--- src/rtl/uart_rx_path_if.sv ---
// Serial receive link bundle: the line going into the receiver, and the word
// and status strobes coming out of it.
`timescale 1ns/1ps
interface uart_rx_path_if #(
  parameter int DATA_BITS = 8
);
  logic                 rx_in;
  logic [DATA_BITS-1:0] rx_data;
  logic                 rx_valid;
  logic                 frame_err;
  logic                 rx_busy;

  modport master (
    output rx_in,
    input  rx_data, rx_valid, frame_err, rx_busy
  );

  modport slave (
    input  rx_in,
    output rx_data, rx_valid, frame_err, rx_busy
  );
endinterface

--- src/rtl/uart_rx_path.sv ---
// UART receiver: synchronises rx_in, finds the start bit, samples each bit at
// mid-bit with a divided bit timer, and strobes out good words or framing errors.
//
// state | meaning
// IDLE  | line idle, waiting for a low level on the synced line
// START | counting half a bit to re-check the start bit at its centre
// DATA  | sampling data bits at mid-bit, LSB first
// STOP  | sampling the stop bit; high = good word, low = framing error
// BREAK | line held low after a bad stop bit; wait for it to go high
`timescale 1ns/1ps
module uart_rx_path #(
  parameter int BAUD_DIV  = 868,
  parameter int DATA_BITS = 8
) (
  input logic           clk,
  input logic           reset,
  uart_rx_path_if.slave rx
);

  localparam int BW = $clog2(BAUD_DIV);
  localparam int CW = $clog2(DATA_BITS + 1);

  localparam logic [BW-1:0] BAUD_LAST = BW'(BAUD_DIV - 1);
  localparam logic [BW-1:0] BAUD_MID  = BW'(BAUD_DIV / 2 - 1);
  localparam logic [CW-1:0] BIT_LAST  = CW'(DATA_BITS - 1);

  typedef enum logic [2:0] {
    IDLE  = 3'd0,
    START = 3'd1,
    DATA  = 3'd2,
    STOP  = 3'd3,
    BREAK = 3'd4
  } state_t;

  state_t               state_q, state_d;
  logic                 rx_meta, rx_s;
  logic [BW-1:0]        baud_cnt_q, baud_cnt_d;
  logic [CW-1:0]        bit_cnt_q, bit_cnt_d;
  logic [DATA_BITS-1:0] shift_q, shift_d;
  logic [DATA_BITS-1:0] data_q, data_d;
  logic                 valid_q, valid_d;
  logic                 ferr_q, ferr_d;
  logic                 tick;

  // Synchroniser resets to the idle-line level so reset never looks like a start bit.
  always_ff @(posedge clk or posedge reset) begin
    if (reset) begin
      rx_meta <= 1'b1;
      rx_s    <= 1'b1;
    end else begin
      rx_meta <= rx.rx_in;
      rx_s    <= rx_meta;
    end
  end

  always_ff @(posedge clk or posedge reset) begin
    if (reset) begin
      state_q    <= IDLE;
      baud_cnt_q <= '0;
      bit_cnt_q  <= '0;
      shift_q    <= '0;
      data_q     <= '0;
      valid_q    <= 1'b0;
      ferr_q     <= 1'b0;
    end else begin
      state_q    <= state_d;
      baud_cnt_q <= baud_cnt_d;
      bit_cnt_q  <= bit_cnt_d;
      shift_q    <= shift_d;
      data_q     <= data_d;
      valid_q    <= valid_d;
      ferr_q     <= ferr_d;
    end
  end

  assign tick = (baud_cnt_q == BAUD_LAST);

  always_comb begin
    state_d    = state_q;
    baud_cnt_d = baud_cnt_q;
    bit_cnt_d  = bit_cnt_q;
    shift_d    = shift_q;
    data_d     = data_q;
    valid_d    = 1'b0;
    ferr_d     = 1'b0;

    case (state_q)
      IDLE: begin
        baud_cnt_d = '0;
        bit_cnt_d  = '0;
        if (!rx_s) state_d = START;
      end

      START: begin
        if (baud_cnt_q == BAUD_MID) begin
          baud_cnt_d = '0;
          bit_cnt_d  = '0;
          state_d    = rx_s ? IDLE : DATA;
        end else begin
          baud_cnt_d = baud_cnt_q + 1'b1;
        end
      end

      DATA: begin
        if (tick) begin
          baud_cnt_d = '0;
          shift_d    = {rx_s, shift_q[DATA_BITS-1:1]};
          bit_cnt_d  = bit_cnt_q + 1'b1;
          if (bit_cnt_q == BIT_LAST) state_d = STOP;
        end else begin
          baud_cnt_d = baud_cnt_q + 1'b1;
        end
      end

      STOP: begin
        if (tick) begin
          baud_cnt_d = '0;
          if (rx_s) begin
            data_d  = shift_q;
            valid_d = 1'b1;
            state_d = IDLE;
          end else begin
            ferr_d  = 1'b1;
            state_d = BREAK;
          end
        end else begin
          baud_cnt_d = baud_cnt_q + 1'b1;
        end
      end

      // Only a return to high re-arms the receiver, so a held-low line is one error.
      BREAK: begin
        baud_cnt_d = '0;
        if (rx_s) state_d = IDLE;
      end

      default: begin
        state_d    = IDLE;
        baud_cnt_d = '0;
        bit_cnt_d  = '0;
      end
    endcase
  end

  assign rx.rx_data   = data_q;
  assign rx.rx_valid  = valid_q;
  assign rx.frame_err = ferr_q;
  assign rx.rx_busy   = (state_q != IDLE);

endmodule

--- src/flat_wrapper.sv ---
// flat-port wrapper written by rule: the top's interface ports become plain ports
module uart_rx_path_flat 
#(
  parameter int BAUD_DIV  = 868,
  parameter int DATA_BITS = 8
)
  (clk, reset, rx_rx_in, rx_rx_data, rx_rx_valid, rx_frame_err, rx_rx_busy);
  uart_rx_path_if #(.DATA_BITS(DATA_BITS)) rx_i ();
  input logic clk;
  input logic reset;
  input wire logic [$bits(rx_i.rx_in)-1:0] rx_rx_in;
  output wire logic [$bits(rx_i.rx_data)-1:0] rx_rx_data;
  output wire logic [$bits(rx_i.rx_valid)-1:0] rx_rx_valid;
  output wire logic [$bits(rx_i.frame_err)-1:0] rx_frame_err;
  output wire logic [$bits(rx_i.rx_busy)-1:0] rx_rx_busy;
  assign rx_i.rx_in = rx_rx_in;
  assign rx_rx_data = rx_i.rx_data;
  assign rx_rx_valid = rx_i.rx_valid;
  assign rx_frame_err = rx_i.frame_err;
  assign rx_rx_busy = rx_i.rx_busy;
  uart_rx_path #(.BAUD_DIV(BAUD_DIV), .DATA_BITS(DATA_BITS)) u_core (.clk(clk), .reset(reset), .rx(rx_i));
endmodule
--- config.mk ---
export PLATFORM = sky130hd
export DESIGN_NAME = uart_rx_path_flat
export DESIGN_NICKNAME = d
export VERILOG_FILES = /design/src/rtl/uart_rx_path_if.sv /design/src/rtl/uart_rx_path.sv /design/src/flat_wrapper.sv
export SDC_FILE = /design/constraint.sdc
export NUM_CORES = 1
export LEC_CHECK = 0
export ABC_CLOCK_PERIOD_IN_PS = 3200
export BUFFER_PORTS_ARGS = -buffer_cell sky130_fd_sc_hd__clkbuf_2
export CORE_UTILIZATION = 41
export CTS_CLUSTER_SIZE = 28
export DETAILED_ROUTE_END_ITERATION = 12
export GPL_TIMING_DRIVEN = 0
export PLACE_DENSITY = 0.57
export SLEW_MARGIN = 0
export SYNTH_ARGS = -nofsm -noshare
export SYNTH_HDL_FRONTEND = slang
export SYNTH_SLANG_ARGS = --single-unit
--- constraint.sdc ---
create_clock -name clk -period 3.2 [get_ports clk]
set_clock_uncertainty 0.2 [all_clocks]
set_input_delay 0.64 -clock clk [delete_from_list [all_inputs] [get_ports clk]]
set_output_delay 0.64 -clock clk [all_outputs]
set_load 0.05 [all_outputs]
Word level (Yosys, flattened, before mapping)
Index checks and enable logic that the tools add are counted.
{"block": "totals", "register_bits": 37, "input_bits": 3, "out_inout_bits": 11, "elab_cells": 54}
{"block": "op_classes", "n_addsub": 2, "n_eq_ne": 13, "bitwise_logic": 1, "n_reduce_logical": 8, "n_mux": 21}
{"cell": "two-way mux 3 bit", "n": 7}
{"cell": "two-way mux 10 bit", "n": 2}
{"cell": "case mux 10 bit (2 select lines)", "n": 1}
{"cell": "case mux 3 bit (5 select lines)", "n": 1}
{"cell": "case mux 4 bit (3 select lines)", "n": 1}
{"cell": "adder 10 x 1 -> 10 bit, second input constant", "n": 1}
{"cell": "== test 10 bit, second input constant", "n": 1}
{"cell": "== test 10 x 9 -> 1 bit, second input constant", "n": 1}
{"cell": "inequality test 2 x 1 -> 1 bit, second input constant", "n": 5}
{"cell": "two-way mux 4 bit", "n": 2}
{"cell": "== test 3 x 2 -> 1 bit, second input constant", "n": 2}
{"cell": "two-way mux 1 bit", "n": 6}
{"cell": "AND reduction 3 bit", "n": 2}
{"cell": "AND reduction 6 bit", "n": 1}
{"cell": "adder 4 x 1 -> 4 bit, second input constant", "n": 1}
{"cell": "== test 4 x 3 -> 1 bit, second input constant", "n": 1}
{"cell": "OR reduction 2 bit", "n": 2}
{"cell": "== test 3 x 1 -> 1 bit, second input constant", "n": 1}
{"cell": "== test 3 bit, second input constant", "n": 1}
{"cell": "logical NOT 3 bit", "n": 1}
{"cell": "nonzero test 3 bit", "n": 1}
{"cell": "two-way mux 2 bit", "n": 1}
{"cell": "inequality test 2 bit, second input constant", "n": 1}
{"cell": "AND reduction 2 bit", "n": 1}
{"cell": "inverter 1 bit", "n": 1}

Longest topological paths before layout
{"block": "depth", "depth_word": 4, "ltp_mapped": 7, "mapped_depth_nobuf": 6}

Worst setup path before layout
Ideal clock, no wire load.
{"block": "synth_timing", "path_type": "register to register", "startpoint": "register u_core.baud_cnt_q[3]", "endpoint": "register u_core.bit_cnt_q[3]", "t_required_ns": 2.876, "period_less_slack_ns": 2.286, "n_path_buf": 2, "path_slack_ns": 0.914, "stages_incl_launch_ff": 7, "setup_time_ns": 0.124, "arrival_ns": 1.962, "path_cell_list": "dfrtp_1 or3b_1 buf_6 or4_1 buf_2 o211a_1 a211o_1"}
{"block": "synth_between", "elab_chain_cells": 3, "word_cells_on_any_way": 5, "cone_classes": "eq/ne: 4; reduce/logical: 1"}
{"item": "from (decl)", "line": "uart_rx_path.sv:37", "source": "logic [BW-1:0] baud_cnt_q, baud_cnt_d;"}
{"item": "from (signal assigned)", "line": "uart_rx_path.sv:67", "source": "baud_cnt_q <= baud_cnt_d;"}
{"item": "== test 10 bit or == test 10 x 9 -> 1 bit (tied branches)", "line": "uart_rx_path.sv:76, uart_rx_path.sv:95"}
{"item": "inequality test 2 x 1 -> 1 bit (no source line)"}
{"item": "AND reduction 3 bit (no source line) (*)"}
{"item": "to (signal assigned)", "line": "uart_rx_path.sv:68", "source": "bit_cnt_q <= bit_cnt_d;"}
{"item": "to (decl)", "line": "uart_rx_path.sv:38", "source": "logic [CW-1:0] bit_cnt_q, bit_cnt_d;"}
Every way passes the cells marked *; elsewhere a longest branch is shown, timed or not.
A chain may end at the register's enable or synchronous reset.

Worst setup path after layout
{"block": "layout_timing", "startpoint": "register u_core.baud_cnt_q[3]", "endpoint": "register u_core.data_q[5], in the netlist u_core.rx.rx_data[5]"}
{"block": "layout_between", "elab_chain_cells": 2}
{"item": "== test 10 bit", "line": "uart_rx_path.sv:76", "source": "assign tick = (baud_cnt_q == BAUD_LAST);"}
{"item": "AND reduction 3 bit (no source line)"}
{"item": "to (signal assigned)", "line": "uart_rx_path.sv:70", "source": "data_q <= data_d;"}
{"item": "to (decl)", "line": "uart_rx_path.sv:40", "source": "logic [DATA_BITS-1:0] data_q, data_d;"}
Every way passes these cells.

==> impl_metrics.toml <==
[routing]
drc = 0
viasPerCell = 5.280
firstDrtPassIters = 4
routedWlPerCell_um = 13.50
route.vias.total = 1130
routed_wl_mm = 2.888
antenna_violating_nets_post_route = 0
detailedRoute.firstIterationViolations = 51

[placement]
dpl-instance-area_mm2 = 0.001823
place.gp.congestion = 0.7877
placement.io_buffers = 13
detailedPlacementHpwl_mm = 2.005
pre_cts_ws_ns = 0.5725

[logic_synthesis]
synth_most_common_cell = "dfrtp_1"
yosys-top-cells-count = "dfrtp_1 (35), mux2_2 (16), nor2_1 (15), nand2_1 (9), nand3_1 (6)"
synth_simple_gate_area_share_pct = 17.86
synth-xor-area-share_pct = 4.133
yosys_register_bits = 37
area_fraction_in_compound_gates_after_synthesis_pct = 6.199
netlist_area_mm2 = 0.001695
number_of_instances_in_the_synthesized_netlist = 143
post_synth_fa_ha_maj_area_fraction_pct = 2.214
synthesis.nets = 149
netlist.area_leader.share_pct = 51.66
post_synth_num_cell_types = 42
synth_top_cell_by_area = "dfrtp_1"
ys_top_cells_by_area = "dfrtp_1 (52%), mux2_2 (11%), nor2_1 (3.3%), dfstp_2 (3.1%), xnor2_1 (2.6%)"
ys_seq_area_share_pct = 54.76
synth_top_family_by_area = "simple AND/OR/NAND/NOR gates"
synth_top_flop_cell = "dfrtp_1"
synthesis.area_per_instance_um2 = 11.86
edff_count_synth = 0
number_of_warnings_printed_during_yosys_synthesis = 0
yosys-mux-area-fraction_pct = 11.81
postSynth.asyncResetShare_pct = 100.0

[pwr]
ir_drop_mv = 0.2676
p_seq_share_pct = 59.2
p_sw_mw = 0.1753
share_clk_of_total_power_pct = 39.6
p_per_area_mw_per_mm2 = 417.1
internal-power_mw = 0.6210
leakage_power_figure_nw = 0.9109
combPwrFrac_pct = 1.3
swShare_pct = 22.01
total_power_mw = 0.7963

[worst_setup_path]
path_buf_inv = 1
slowest_stage = "nor4_2"
crit_path_cell_trace = "or3b_1 > buf_6 > nor4_2 > mux2_2"
crit_family = "simple AND/OR/NAND/NOR gates"
crit_path_max_fanout = 8
setup.reg_to_reg.worst_slack_ns = 0.66
data_arrival_time_of_the_worst_path_ns = 2.52
criticalPathCategory = "flop to flop"
reg2reg_from = "u_core.baud_cnt_q[3]$_DFF_PP0_"
timing.critical_path.to_type = "flop"
timing.critical_path.from_type = "flop"
critPathRequiredTime_ns = 3.18
highest_cell_delay_on_the_worst_timing_path_ns = 0.83
critPathLaunch = "u_core.baud_cnt_q[3]$_DFF_PP0_"

[global_routing]
first_global_vias = 1113
antenna_found_initial = 0
grt_overflow = 0
grt_start_max_net_pins = 38
wire_length_of_the_first_global_routing_pass_mm = 5.106
grt_use_total_pct = 15.84

[layout]
finalInstanceArea_mm2 = 0.001909
design.final.nets = 169
finalCoreUtilization_pct = 48.08
area_delta_synth_final_pct = 12.62
num_antenna_cells = 0
drive_above_1_share_pct = 29.27

[clock_network]
ctsLongestPathBuffers = 2
clk_pin_slew_ns = 0.07
cts_num_sinks = 37
level_count_of_the_clock_h_tree = 2
cts_root_buf = "clkbuf_8"
cts_inserted_buffers = 5
tritoncts = "done"
ctsHoldBuffers = 0
insertion_delay_ns = 0.29
post-cts-setup-buffers = 0
cts_resized = 0

[floorplan]
placeableCoreArea_mm2 = 0.003971
start_util_pct = 42.69
chipHeight_um = 66.31
placementRows = 23
num_io_pins = 14
chipWidth_um = 66.31
die-area_mm2 = 0.004396

[worst_hold_path]
hold_class = "flop to flop"
hold_path_startpoint = "u_core.rx_meta$_DFF_PP1_"

[run_status]
status = "finished, final reports clean"

[sta]
finalHoldViolations = 0
finalMaxSlewViolations = 0
share_of_the_cycle_needed_by_the_critical_path_after_routing_pct = 79.39
rsz_0062_raised_after_global_routing = "no"
finalSetupViolations = 0
worst_slew_pin_slew_ns = 0.9520
final_critical_path_setup_slack_ns = 0.6594
fin_crit_ns = 2.541
setup_tns_ns = 0
timing.slew.headroom_pct = 36.00
clock.fmax_mhz = 393.6

[job]
maxCapViolations = 0
per-layer routing:
metal / GRT usage [%] / up-vias / wire length (um)
li1: - / 547 / -
met1: 20.63 / 557 / 1378
met2: 23.72 / 18 / 1341
met3: 4.655 / 8 / 105
met4: 7.979 / 0 / 62
met5: 0 / - / 0
flip-flops by register name, summed over array words and instances, names as in the netlist:
name / count
u_core.baud_cnt_q: 10
u_core.bit_cnt_q: 4
u_core.rx.frame_err: 1
u_core.rx.rx_data: 8
u_core.rx.rx_valid: 1
u_core.rx_meta: 1
u_core.rx_s: 1
u_core.shift_q: 8
u_core.state_q: 3
kinds of logic (layout without fill, tap and decap cells):
group | Yosys count | in the layout
adder cells (fa/ha/maj) | 3 | 3
buffers and inverters | 9 | 30
AND/OR/NAND/NOR | 53 | 53
AO/OA/AOI/OAI | 15 | 15
flip-flops | 37 | 37
multiplexers | 18 | 18
XOR/XNOR | 8 | 8
cell type report:
cell class	count	area, um^2
plain buffers	5	36.28
clock buffers	5	68.82
clock inverters	3	17.52
fillers	377	2062
inverters	4	15.01
multi-input cells	97	715.7
flip-flops and latches	37	928.4
well taps	50	62.56
repair buffers	13	65.06
final timing paths:
check	end	depth (start not counted)
max in group asynchronous	u_core.baud_cnt_q[5]$_DFF_PP0_	2
min	u_core.rx_s$_DFF_PP1_	0
max reg2reg	u_core.rx.rx_data[5]$_DFFE_PP0P_	4
max	u_core.rx.rx_data[5]$_DFFE_PP0P_	4
min reg2reg	u_core.rx_s$_DFF_PP1_	0
min in group asynchronous	u_core.shift_q[4]$_DFFE_PP0P_	2
worst register-to-register path, delay by kind of cell, from the launching register on:
| kind | cells | cell delay [ns] |
|---|---|---|
| flip-flops | 1 | 0.41 |
| AND/OR/NAND/NOR | 2 | 1.24 |
| buffers and inverters | 1 | 0.15 |
| multiplexers | 1 | 0.42 |
per-stage QoR:
| step | hold WS, ns | std cells |
|---|---|---|
| 4_1_cts | 0.1585 | 214 |
| 5_1_grt | 0.1650 | 214 |
| 3_3_place_gp | 0.1471 | 206 |
| 2_1_floorplan | 0.1452 | 143 |
| 3_5_place_dp | 0.1475 | 206 |
| 6_report | 0.1569 | 214 |
power by group through the flow:
stage               combinational, mW  sequential (mW)  clock [mW]
floorplan                     0.00721            0.479           0
global placement               0.0107            0.480           0
detailed placement             0.0111            0.480           0
CTS                            0.0110            0.471       0.326
global route                   0.0125            0.471       0.346
finish                         0.0101            0.471       0.315
cell usage in the layout, fill, tap and decap left out, types with 2 or more instances in the layout:
cell type and n:
clkinv_2 2, and3_1 2, mux2_2 16, xnor2_1 5
nand2_1 9, nand3_1 6, clkbuf_2 14, buf_6 2
nor3_1 3, xor2_1 3, nand4_1 2, dfstp_2 2
clkbuf_8 5, mux2i_1 2, nor2_1 15, ha_1 3
nor2b_1 2, inv_1 3, o21ai_0 2, dfrtp_1 35
a21oi_1 4, nor4_1 3
Note: power is estimated with default switching activity, not from simulation.
